$ cat config.mk
export PLATFORM = sky130hd
export DESIGN_NAME = pipe_ctrl
export DESIGN_NICKNAME = d
export VERILOG_FILES = /design/src/rtl/pipe_ctrl.sv
export SDC_FILE = /design/constraint.sdc
export NUM_CORES = 1
export LEC_CHECK = 0
export BUFFER_PORTS_ARGS = -buffer_cell sky130_fd_sc_hd__buf_2
export CAP_MARGIN = 20
export CORE_ASPECT_RATIO = 1.5
export CORE_MARGIN = 1
export CORE_UTILIZATION = 55
export CTS_BUF_LIST = sky130_fd_sc_hd__clkbuf_2
export CTS_CLUSTER_DIAMETER = 80
export DETAILED_ROUTE_END_ITERATION = 8
export GPL_ROUTABILITY_DRIVEN = 0
export GPL_TIMING_DRIVEN = 0
export PLACE_DENSITY = 0.87
export SYNTH_ARGS = -nofsm -noshare
export SYNTH_HDL_FRONTEND = slang
export SYNTH_SLANG_ARGS = --single-unit
$ cat constraint.sdc
create_clock -name clk_i -period 5.2 [get_ports clk_i]
set_input_delay 1.04 -clock clk_i [delete_from_list [all_inputs] [get_ports clk_i]]
set_output_delay 1.04 -clock clk_i [all_outputs]
set_load 0.005 [all_outputs]
$ cat src/rtl/pipe_ctrl.sv
// Pipeline hazard and data-memory wait controller for a 5-stage pipeline.
// Resolves load-use stalls, branch/jump flushes and memory-wait freezes; faults on memory timeout.
module pipe_ctrl #(
  parameter int unsigned TIMEOUT = 64,
  parameter int unsigned CNT_W   = 16
) (
  input  logic             clk_i,
  input  logic             start_i,
  input  logic             ID_EX_MemRead_i,
  input  logic [4:0]       ID_EX_RTaddr_i,
  input  logic [4:0]       IF_ID_RSaddr_i,
  input  logic [4:0]       IF_ID_RTaddr_i,
  input  logic             Branch_i,
  input  logic             Eq_i,
  input  logic             Jump_i,
  input  logic             EX_MEM_MemRead_i,
  input  logic             EX_MEM_MemWrite_i,
  input  logic             dmem_ack_i,
  output logic             dmem_req_o,
  output logic             PCWrite_o,
  output logic             IF_ID_Write_o,
  output logic             IF_Flush_o,
  output logic             NOP_o,
  output logic             ID_EX_Write_o,
  output logic             EX_MEM_Write_o,
  output logic             MEM_WB_Bubble_o,
  output logic             fault_o,
  output logic [CNT_W-1:0] stall_cnt_o
);

  localparam int unsigned WAIT_W = (TIMEOUT > 1) ? $clog2(TIMEOUT) : 1;

  typedef enum logic [1:0] {RUN, MEM_WAIT, FAULT} state_t;

  state_t            r_state;
  logic [WAIT_W-1:0] r_wait_cnt;
  logic [CNT_W-1:0]  r_stall_cnt;

  logic w_load_use;
  logic w_transfer;
  logic w_mem_req;
  logic w_req;
  logic w_freeze;
  logic w_fault;

  assign w_load_use = ID_EX_MemRead_i && (ID_EX_RTaddr_i != 5'd0) &&
                      ((ID_EX_RTaddr_i == IF_ID_RSaddr_i) || (ID_EX_RTaddr_i == IF_ID_RTaddr_i));
  assign w_transfer = (Branch_i & Eq_i) | Jump_i;
  assign w_mem_req  = EX_MEM_MemRead_i | EX_MEM_MemWrite_i;

  // Same-cycle control outputs; freeze outranks load-use, which outranks a taken transfer.
  always_comb begin
    w_req           = 1'b0;
    w_freeze        = 1'b0;
    w_fault         = 1'b0;
    dmem_req_o      = 1'b0;
    PCWrite_o       = 1'b0;
    IF_ID_Write_o   = 1'b0;
    IF_Flush_o      = 1'b0;
    NOP_o           = 1'b0;
    ID_EX_Write_o   = 1'b0;
    EX_MEM_Write_o  = 1'b0;
    MEM_WB_Bubble_o = 1'b0;
    fault_o         = 1'b0;
    case (r_state)
      RUN: begin
        w_req    = w_mem_req;
        w_freeze = w_mem_req & ~dmem_ack_i;
      end
      MEM_WAIT: begin
        w_req    = 1'b1;
        w_freeze = ~dmem_ack_i;
      end
      default: begin
        w_freeze = 1'b1;
        w_fault  = 1'b1;
      end
    endcase
    if (start_i) begin
      dmem_req_o = w_req;
      fault_o    = w_fault;
      if (w_freeze) begin
        MEM_WB_Bubble_o = 1'b1;
      end else begin
        PCWrite_o      = ~w_load_use;
        IF_ID_Write_o  = ~w_load_use;
        NOP_o          = w_load_use;
        IF_Flush_o     = w_transfer & ~w_load_use;
        ID_EX_Write_o  = 1'b1;
        EX_MEM_Write_o = 1'b1;
      end
    end
  end

  // FSM, wait counter and saturating stall counter.
  always_ff @(posedge clk_i or negedge start_i) begin
    if (!start_i) begin
      r_state     <= RUN;
      r_wait_cnt  <= '0;
      r_stall_cnt <= '0;
    end else begin
      case (r_state)
        RUN: begin
          if (w_mem_req && !dmem_ack_i) begin
            r_state    <= MEM_WAIT;
            r_wait_cnt <= '0;
          end
        end
        MEM_WAIT: begin
          if (dmem_ack_i) begin
            r_state <= RUN;
          end else if (r_wait_cnt == WAIT_W'(TIMEOUT - 1)) begin
            r_state <= FAULT;
          end else begin
            r_wait_cnt <= r_wait_cnt + WAIT_W'(1);
          end
        end
        FAULT: begin
          r_state <= FAULT;
        end
        default: begin
          r_state <= RUN;
        end
      endcase
      if (!PCWrite_o && (r_stall_cnt != {CNT_W{1'b1}})) begin
        r_stall_cnt <= r_stall_cnt + CNT_W'(1);
      end
    end
  end

  assign stall_cnt_o = r_stall_cnt;

endmodule

==> impl_metrics.csv, run 1 <==
group,metric,value,unit
place,port_buffers,48,
sta,setup_viol,0,
place,place_area,1620,um2
floorplanning,initial_core_util,59.0,%
hold_path,hold_class,"flop to flop",
floorplanning,design.die.area,2660,um2
synthesis,synth_area_leaders,"dfrtp_1 45%, xor2_1 10%, xnor2_1 7.1%, nand3_1 3.7%, nor3_1 3.3%",
run_status,status,"finished clean",
floorplanning,core,2290,um2
sta,fmax,270,MHz
synthesis,synthCells,136,
synthesis,synthDominantCellAreaShare,44.5,%
synthesis,ys_ff_latch,24,
place,hpwlAfterDp,2280,um
sta,period_minus_slack,3700,ps
floorplanning,ios,49,
power,power_density,339,nW/um2
route,drc,0,
layout,regArea,601,um2
sta,hold_viol,0,
layout,nets,215,
layout,design_area,1630,um2
power,p_leak,0.790,nW
clocking,cts.path.max_buffers,2,
global_route,antenna_found_initial,0,
synthesis,yosys_warnings,0,
synthesis,ys_async_sr_fraction,100,%
critical_path,start_kind,"input pin",
power,combPwrFrac,32.6,%
synthesis,synth-edff-count,0,
route,vias_per_cell,5.84,
synthesis,syn_nets,162,
sta,max_slew_margin,54.9,%
clocking,cts_setup_buffers,0,
layout,nFillCells,177,
layout,drive_gt1_share,32.6,%
layout,syn2layout_area_growth,21.1,%
route,antenna_left,0,
route,wl,2940,um
clocking,cts_sinks,24,
sta,tightest_slew,670,ps
synthesis,syn_area,1350,um2
global_route,track_usage,23.9,%
power,p_sw_share,36.7,%
global_route,grt_overflow,0,
clocking,cts_tree,"built",
critical_path,critical_path_required,4160,ps
layout,multi_input_area,714,um2
synthesis,synthFlopType,"dfrtp_1",
floorplanning,row_count,21,
global_route,grt_pass1_vias,1162,
floorplanning,chipWidth,42.4,um
clocking,cts-resized-gates,0,
power,clockPowerShare,12.3,%
clocking,holdBufCountCts,0,
clocking,clkSlewWorstSetupHoldPaths,210,ps
sta,skew,15.9,ps
floorplanning,die_h,62.7,um
critical_path,worstPathMaxFanout,11,
critical_path,path_class,"input pin to output pin",
critical_path,r2r_setup_slack,3040,ps
power,finalPower,0.553,mW
synthesis,synth.avg_cell_area,9.92,um2
route,first_pass_iters,4,
synthesis,synth_area_leader_cell,"dfrtp_1",
layout,final_util,71.4,%
job,maxCapViolCount,0,
clocking,numCtsBuffers,3,
clocking,insertion_delay,340,ps
critical_path,arrival,2660,ps
power,internal-power,0.350,mW
clocking,cts-root-buf,"clkbuf_2",
global_route,grt_start_max_net_pins,28,
layout,diodes,0,
sta,worst_hold_slack,497,ps
route,drt_iter0_drc,59,
global_route,grt_pass1_wl,4940,um
sta,drv_slew,0,
power,seqPwrFrac,55.1,%
power,switchingPower,0.203,mW
sta,rsz0062_at_grt,"no",
route,num_vias,1226,
clocking,htreeDepth,1,
sta,fin_crit_sh,71.2,%
power,max-vdd-ir-drop,253,uV
sta,tns,0,ps
route,post_drt_wl_per_cell,14.0,um
synthesis,yosys.cell_types.count,33,
synthesis,yosysSeqAreaShare,44.5,%
critical_path,critPathCaptureType,"output pin",
[registers in the layout, summed over array words and instances, names as in the netlist]
signal,cells
r_state,2
stall_cnt_o,16
r_wait_cnt,6
[metrics by stage]
stage                     instances  setup WS (ps)
after floorplan                 136           1850
after global placement          207           1530
after detailed placement        207           1450
after CTS                       210           1460
after global routing            210           1270
final                           210           1500
[placed cells by master (no fill, tap or decap), types with 2 or more instances in the layout]
cell,count
buf_4,2
xor2_1,16
inv_1,2
o21a_1,2
o21ai_0,3
nand3_1,10
nand2_1,11
ha_1,2
dfrtp_1,24
nor4_1,4
nand2b_1,2
mux2_2,2
clkbuf_2,3
and3_1,3
nand4_1,6
buf_2,48
and2_1,2
nor2_1,10
nor3_1,9
xnor2_1,11
[cell families (layout without fill, tap and decap cells)]
family	Yosys count	in the layout	share of synthesized area, %
and+or+nand+nor	67	67	26.9
xor gates and xnor gates	27	27	17.5
DFF	24	24	44.5
AOI/OAI and AO/OA	9	9	5.01
buffers and inverters	5	56	2.50
adders and majority gates	2	2	1.85
muxes	2	2	1.67
[area by class of cell]
type / instances / share of cell area [%]
clock buffer: 3 / 0.920
sequential: 24 / 36.8
buffer: 3 / 1.61
inverter: 2 / 0.460
tap: 23 / 1.76
timing repair buffer: 48 / 14.7
multi-input combinational: 107 / 43.8
[layer usage]
layer | track usage (%) | part of all wire (%)
met4 | 9.77 | 1.5
met1 | 27.2 | 39
met3 | 2.60 | 6.0
met2 | 43.8 | 53
met5 | 0 | 0
[path summary, 6_finish.rpt]
path	start	end	depth (start not counted)
max	ID_EX_RTaddr_i[1]	IF_Flush_o	7
min	stall_cnt_o[10]	stall_cnt_o[10]	1
max reg2reg	r_state[0]	stall_cnt_o[1]	6
min reg2reg	stall_cnt_o[10]	stall_cnt_o[10]	1
max in group asynchronous	start_i	r_state[1]	1
min in group asynchronous	start_i	stall_cnt_o[0]	1
[critical path, cell delays in order]
cell and delay, ps:
buf_2 120, or4_1 540, o21a_1 230, a21boi_4 290
buf_6 190, nor2b_1 140, buf_2 120
[Yosys cell counts (all sizes together) (2+ instances only)]
library cell / instances
nand2b: 2
xor2: 16
nor4: 4
buf: 3
and3: 4
nand3: 10
nor4b: 2
nand2: 11
mux2: 2
xnor2: 11
and2: 2
ha: 2
nand4: 6
nor2: 11
inv: 2
o21a: 2
dfrtp: 24
o21ai: 3
nor3: 9
[power by group through the flow]
stage / clock network, mW / logic, mW / registers, mW
after global routing: 0.0744 / 0.199 / 0.314
after floorplan: 0 / 0.0864 / 0.304
final: 0.0682 / 0.180 / 0.305
after CTS: 0.0697 / 0.182 / 0.305
after global placement: 0 / 0.172 / 0.304
after detailed placement: 0 / 0.180 / 0.309
Power figures use the tool's default switching activity.
==> inputs of run 2 (changes only) <==
--- a/config.mk
+++ b/config.mk
@@ -5,17 +5,18 @@
 export SDC_FILE = /design/constraint.sdc
 export NUM_CORES = 1
 export LEC_CHECK = 0
+export ABC_AREA = 1
 export BUFFER_PORTS_ARGS = -buffer_cell sky130_fd_sc_hd__buf_2
 export CAP_MARGIN = 20
 export CORE_ASPECT_RATIO = 1.5
 export CORE_MARGIN = 1
-export CORE_UTILIZATION = 55
+export CORE_UTILIZATION = 53
 export CTS_BUF_LIST = sky130_fd_sc_hd__clkbuf_2
 export CTS_CLUSTER_DIAMETER = 80
 export DETAILED_ROUTE_END_ITERATION = 8
 export GPL_ROUTABILITY_DRIVEN = 0
 export GPL_TIMING_DRIVEN = 0
-export PLACE_DENSITY = 0.87
+export PLACE_DENSITY = 0.82
 export SYNTH_ARGS = -nofsm -noshare
 export SYNTH_HDL_FRONTEND = slang
 export SYNTH_SLANG_ARGS = --single-unit
==> constraint.sdc (replaced) <==
create_clock -name clk_i -period 3.5 [get_ports clk_i]
set_input_delay 0.7 -clock clk_i [delete_from_list [all_inputs] [get_ports clk_i]]
set_output_delay 0.7 -clock clk_i [all_outputs]
set_load 0.005 [all_outputs]
==> run 2 against run 1 <==
  * Routed wire length grew 14%
  * Clock skew shrank 8.9 ps
  * Area after synthesis grew 21%
  * First-iteration DRC count shrank 51%
  * Critical endpoint is now PCWrite_o
  * Largest power group unchanged
==> impl_metrics.csv, run 2 <==
group,metric,value,unit
critical_path,worstPathMaxFanout,27,
route,first_pass_iters,4,
layout,nets,316,
global_route,grt_overflow,0,
sta,hold_viol,0,
synthesis,synthFlopType,"dfrtp_1",
clocking,clkSlewWorstSetupHoldPaths,240,ps
route,num_vias,1652,
global_route,grt_start_max_net_pins,28,
synthesis,ys_async_sr_fraction,100,%
critical_path,arrival,2260,ps
place,hpwlAfterDp,2650,um
synthesis,synth.avg_cell_area,6.91,um2
route,antenna_left,0,
power,clockPowerShare,37.1,%
synthesis,syn_area,1640,um2
route,drc,0,
power,p_sw_share,22.5,%
job,maxCapViolCount,0,
floorplanning,row_count,24,
route,vias_per_cell,5.04,
floorplanning,initial_core_util,56.2,%
clocking,cts_setup_buffers,0,
sta,fmax,338,MHz
synthesis,syn_nets,263,
sta,setup_viol,0,
global_route,antenna_found_initial,0,
clocking,holdBufCountCts,0,
floorplanning,chipWidth,47.4,um
place,place_ws,503,ps
sta,skew,7.05,ps
layout,diodes,0,
power,seqPwrFrac,54.5,%
critical_path,cpMaxStageDelayCell,"buf_2",
power,combPwrFrac,8.4,%
power,switchingPower,0.115,mW
global_route,track_usage,22.8,%
layout,final_common_cell,"nand2_1",
clocking,numCtsBuffers,3,
synthesis,synthDominantCellAreaShare,36.7,%
global_route,grt_pass1_vias,1471,
clocking,cts_sinks,24,
run_status,status,"finished clean",
clocking,insertion_delay,360,ps
sta,setup_slack,541,ps
critical_path,critPathMaxStageDelay,450,ps
sta,tightest_slew,560,ps
synthesis,synth_area_leaders,"dfrtp_1 37%, nand2_1 19%, nand3_1 8.3%, inv_1 5.5%, nor2_1 5.0%",
critical_path,crit_chain,"buf_2 > nand2_1 > nor2_1 > nand2_2 > buf_4 > buf_6 > inv_1 > buf_4 > buf_2",
synthesis,yosysSeqAreaShare,36.7,%
sta,tns,0,ps
layout,largest_reg_flops,16,
sta,max_slew_margin,62.7,%
power,finalPower,0.510,mW
synthesis,ys_ff_latch,24,
layout,layout_common_cells,"84 x nand2_1, 49 x buf_2, 27 x nand3_1",
sta,fin_crit_sh,84.5,%
synthesis,synth_area_leader_cell,"dfrtp_1",
critical_path,critPathCaptureType,"output pin",
route,drt_iter0_drc,29,
hold_path,hold_class,"input pin to async pin",
global_route,grt_pass1_wl,5700,um
place,port_buffers,48,
synthesis,netlist_top_cells_count,"84 x nand2_1, 27 x nand3_1, 24 x dfrtp_1, 24 x inv_1, 22 x nor2_1",
clocking,cts.path.max_buffers,2,
clocking,cts-resized-gates,0,
route,post_drt_wl_per_cell,10.2,um
synthesis,yosys.cell_types.count,26,
power,internal-power,0.395,mW
critical_path,critical_path_required,2800,ps
floorplanning,design.die.area,3320,um2
layout,drive_gt1_share,24.6,%
layout,syn2layout_area_growth,20.4,%
sta,rsz0062_at_grt,"no",
sta,drv_slew,0,
sta,period_minus_slack,2960,ps
clocking,cts-root-buf,"clkbuf_2",
synthesis,synthCells,237,
clocking,htreeDepth,1,
synthesis,yosysMostFrequentCell,"nand2_1",
critical_path,path_class,"input pin to output pin",
floorplanning,die_h,70.1,um
floorplanning,ios,49,
synthesis,synth-edff-count,0,
critical_path,start_kind,"input pin",
route,wl,3360,um
power,max-vdd-ir-drop,229,uV
floorplanning,core,2910,um2
clocking,cts_tree,"built",
synthesis,yosys_warnings,0,
power,power_density,259,nW/um2
power,p_leak,1.14,nW
-- run 2: changes by cell type in the layout (fill, tap and decap cells not counted), sizes merged, moves of 5 or more --
cell	previous run	this run
a21oi	1	6
inv	2	28
nand2	11	88
nand3	10	27
nor2	11	25
nor3	9	3
xor2	16	8
-- run 2: worst paths after layout --
check / startpoint / cells past startpoint / end / slack, ps
max: start_i / 9 / PCWrite_o / 540
min: start_i / 1 / stall_cnt_o[5] / 280
max reg2reg: stall_cnt_o[0] / 9 / stall_cnt_o[4] / 1710
min reg2reg: r_wait_cnt[0] / 1 / r_wait_cnt[0] / 520
max in group asynchronous: start_i / 1 / r_state[0] / 2860
min in group clk_i: r_wait_cnt[0] / 1 / r_wait_cnt[0] / 520
-- run 2: cell type report --
cell class / instances / area [um2]
tap: 39 / 48.8
multi-input combinational: 179 / 881
clock buffer: 3 / 15.0
timing repair buffer: 48 / 240
sequential: 24 / 601
clock inverter: 1 / 30.0
inverter: 28 / 105
fill: 270 / 942
buffer: 6 / 50.0
-- run 2: logic make-up (layout without fill, tap and decap cells) --
| logic type | count (synthesis) | count (layout) | synth area share (%) |
|---|---|---|---|
| xor+xnor | 16 | 16 | 8.56 |
| buf+inv | 34 | 86 | 9.48 |
| flops | 24 | 24 | 36.7 |
| simple gates | 147 | 147 | 39.0 |
| compound gates | 14 | 14 | 4.74 |
| fa+ha+maj | 2 | 2 | 1.53 |
-- run 2: metal layers --
metal,GRT usage [%],vias up,wire length [um]
li1,-,841,-
met1,24.6,750,1330
met2,40.8,57,1810
met3,3.36,4,187
met4,9.21,0,40
met5,0,-,0
-- run 2: power groups by stage --
stage	sequential [mW]	clock [mW]	combinational (mW)
floorplan	0.283	0	0.0189
global placement	0.283	0	0.0434
detailed placement	0.283	0	0.0438
CTS	0.278	0.193	0.0440
global route	0.278	0.204	0.0505
finish	0.278	0.189	0.0430
-- run 2: worst max-delay path, delay by kind of cell --
| kind | cells | cell delay (ps) |
|---|---|---|
| AND/OR/NAND/NOR | 3 | 530 |
| buffers and inverters | 6 | 1010 |
-- run 2: metrics by stage --
step | std cells | cell area (um2) | utilization [%] | hold slack [ps]
after floorplan | 237 | 1640 | - | 404
after global placement | 324 | 1930 | 66.1 | 490
after detailed placement | 324 | 1930 | 66.1 | 501
after CTS | 328 | 1970 | 67.7 | 293
after global routing | 328 | 1970 | 67.7 | 297
final | 328 | 1970 | 67.7 | 279
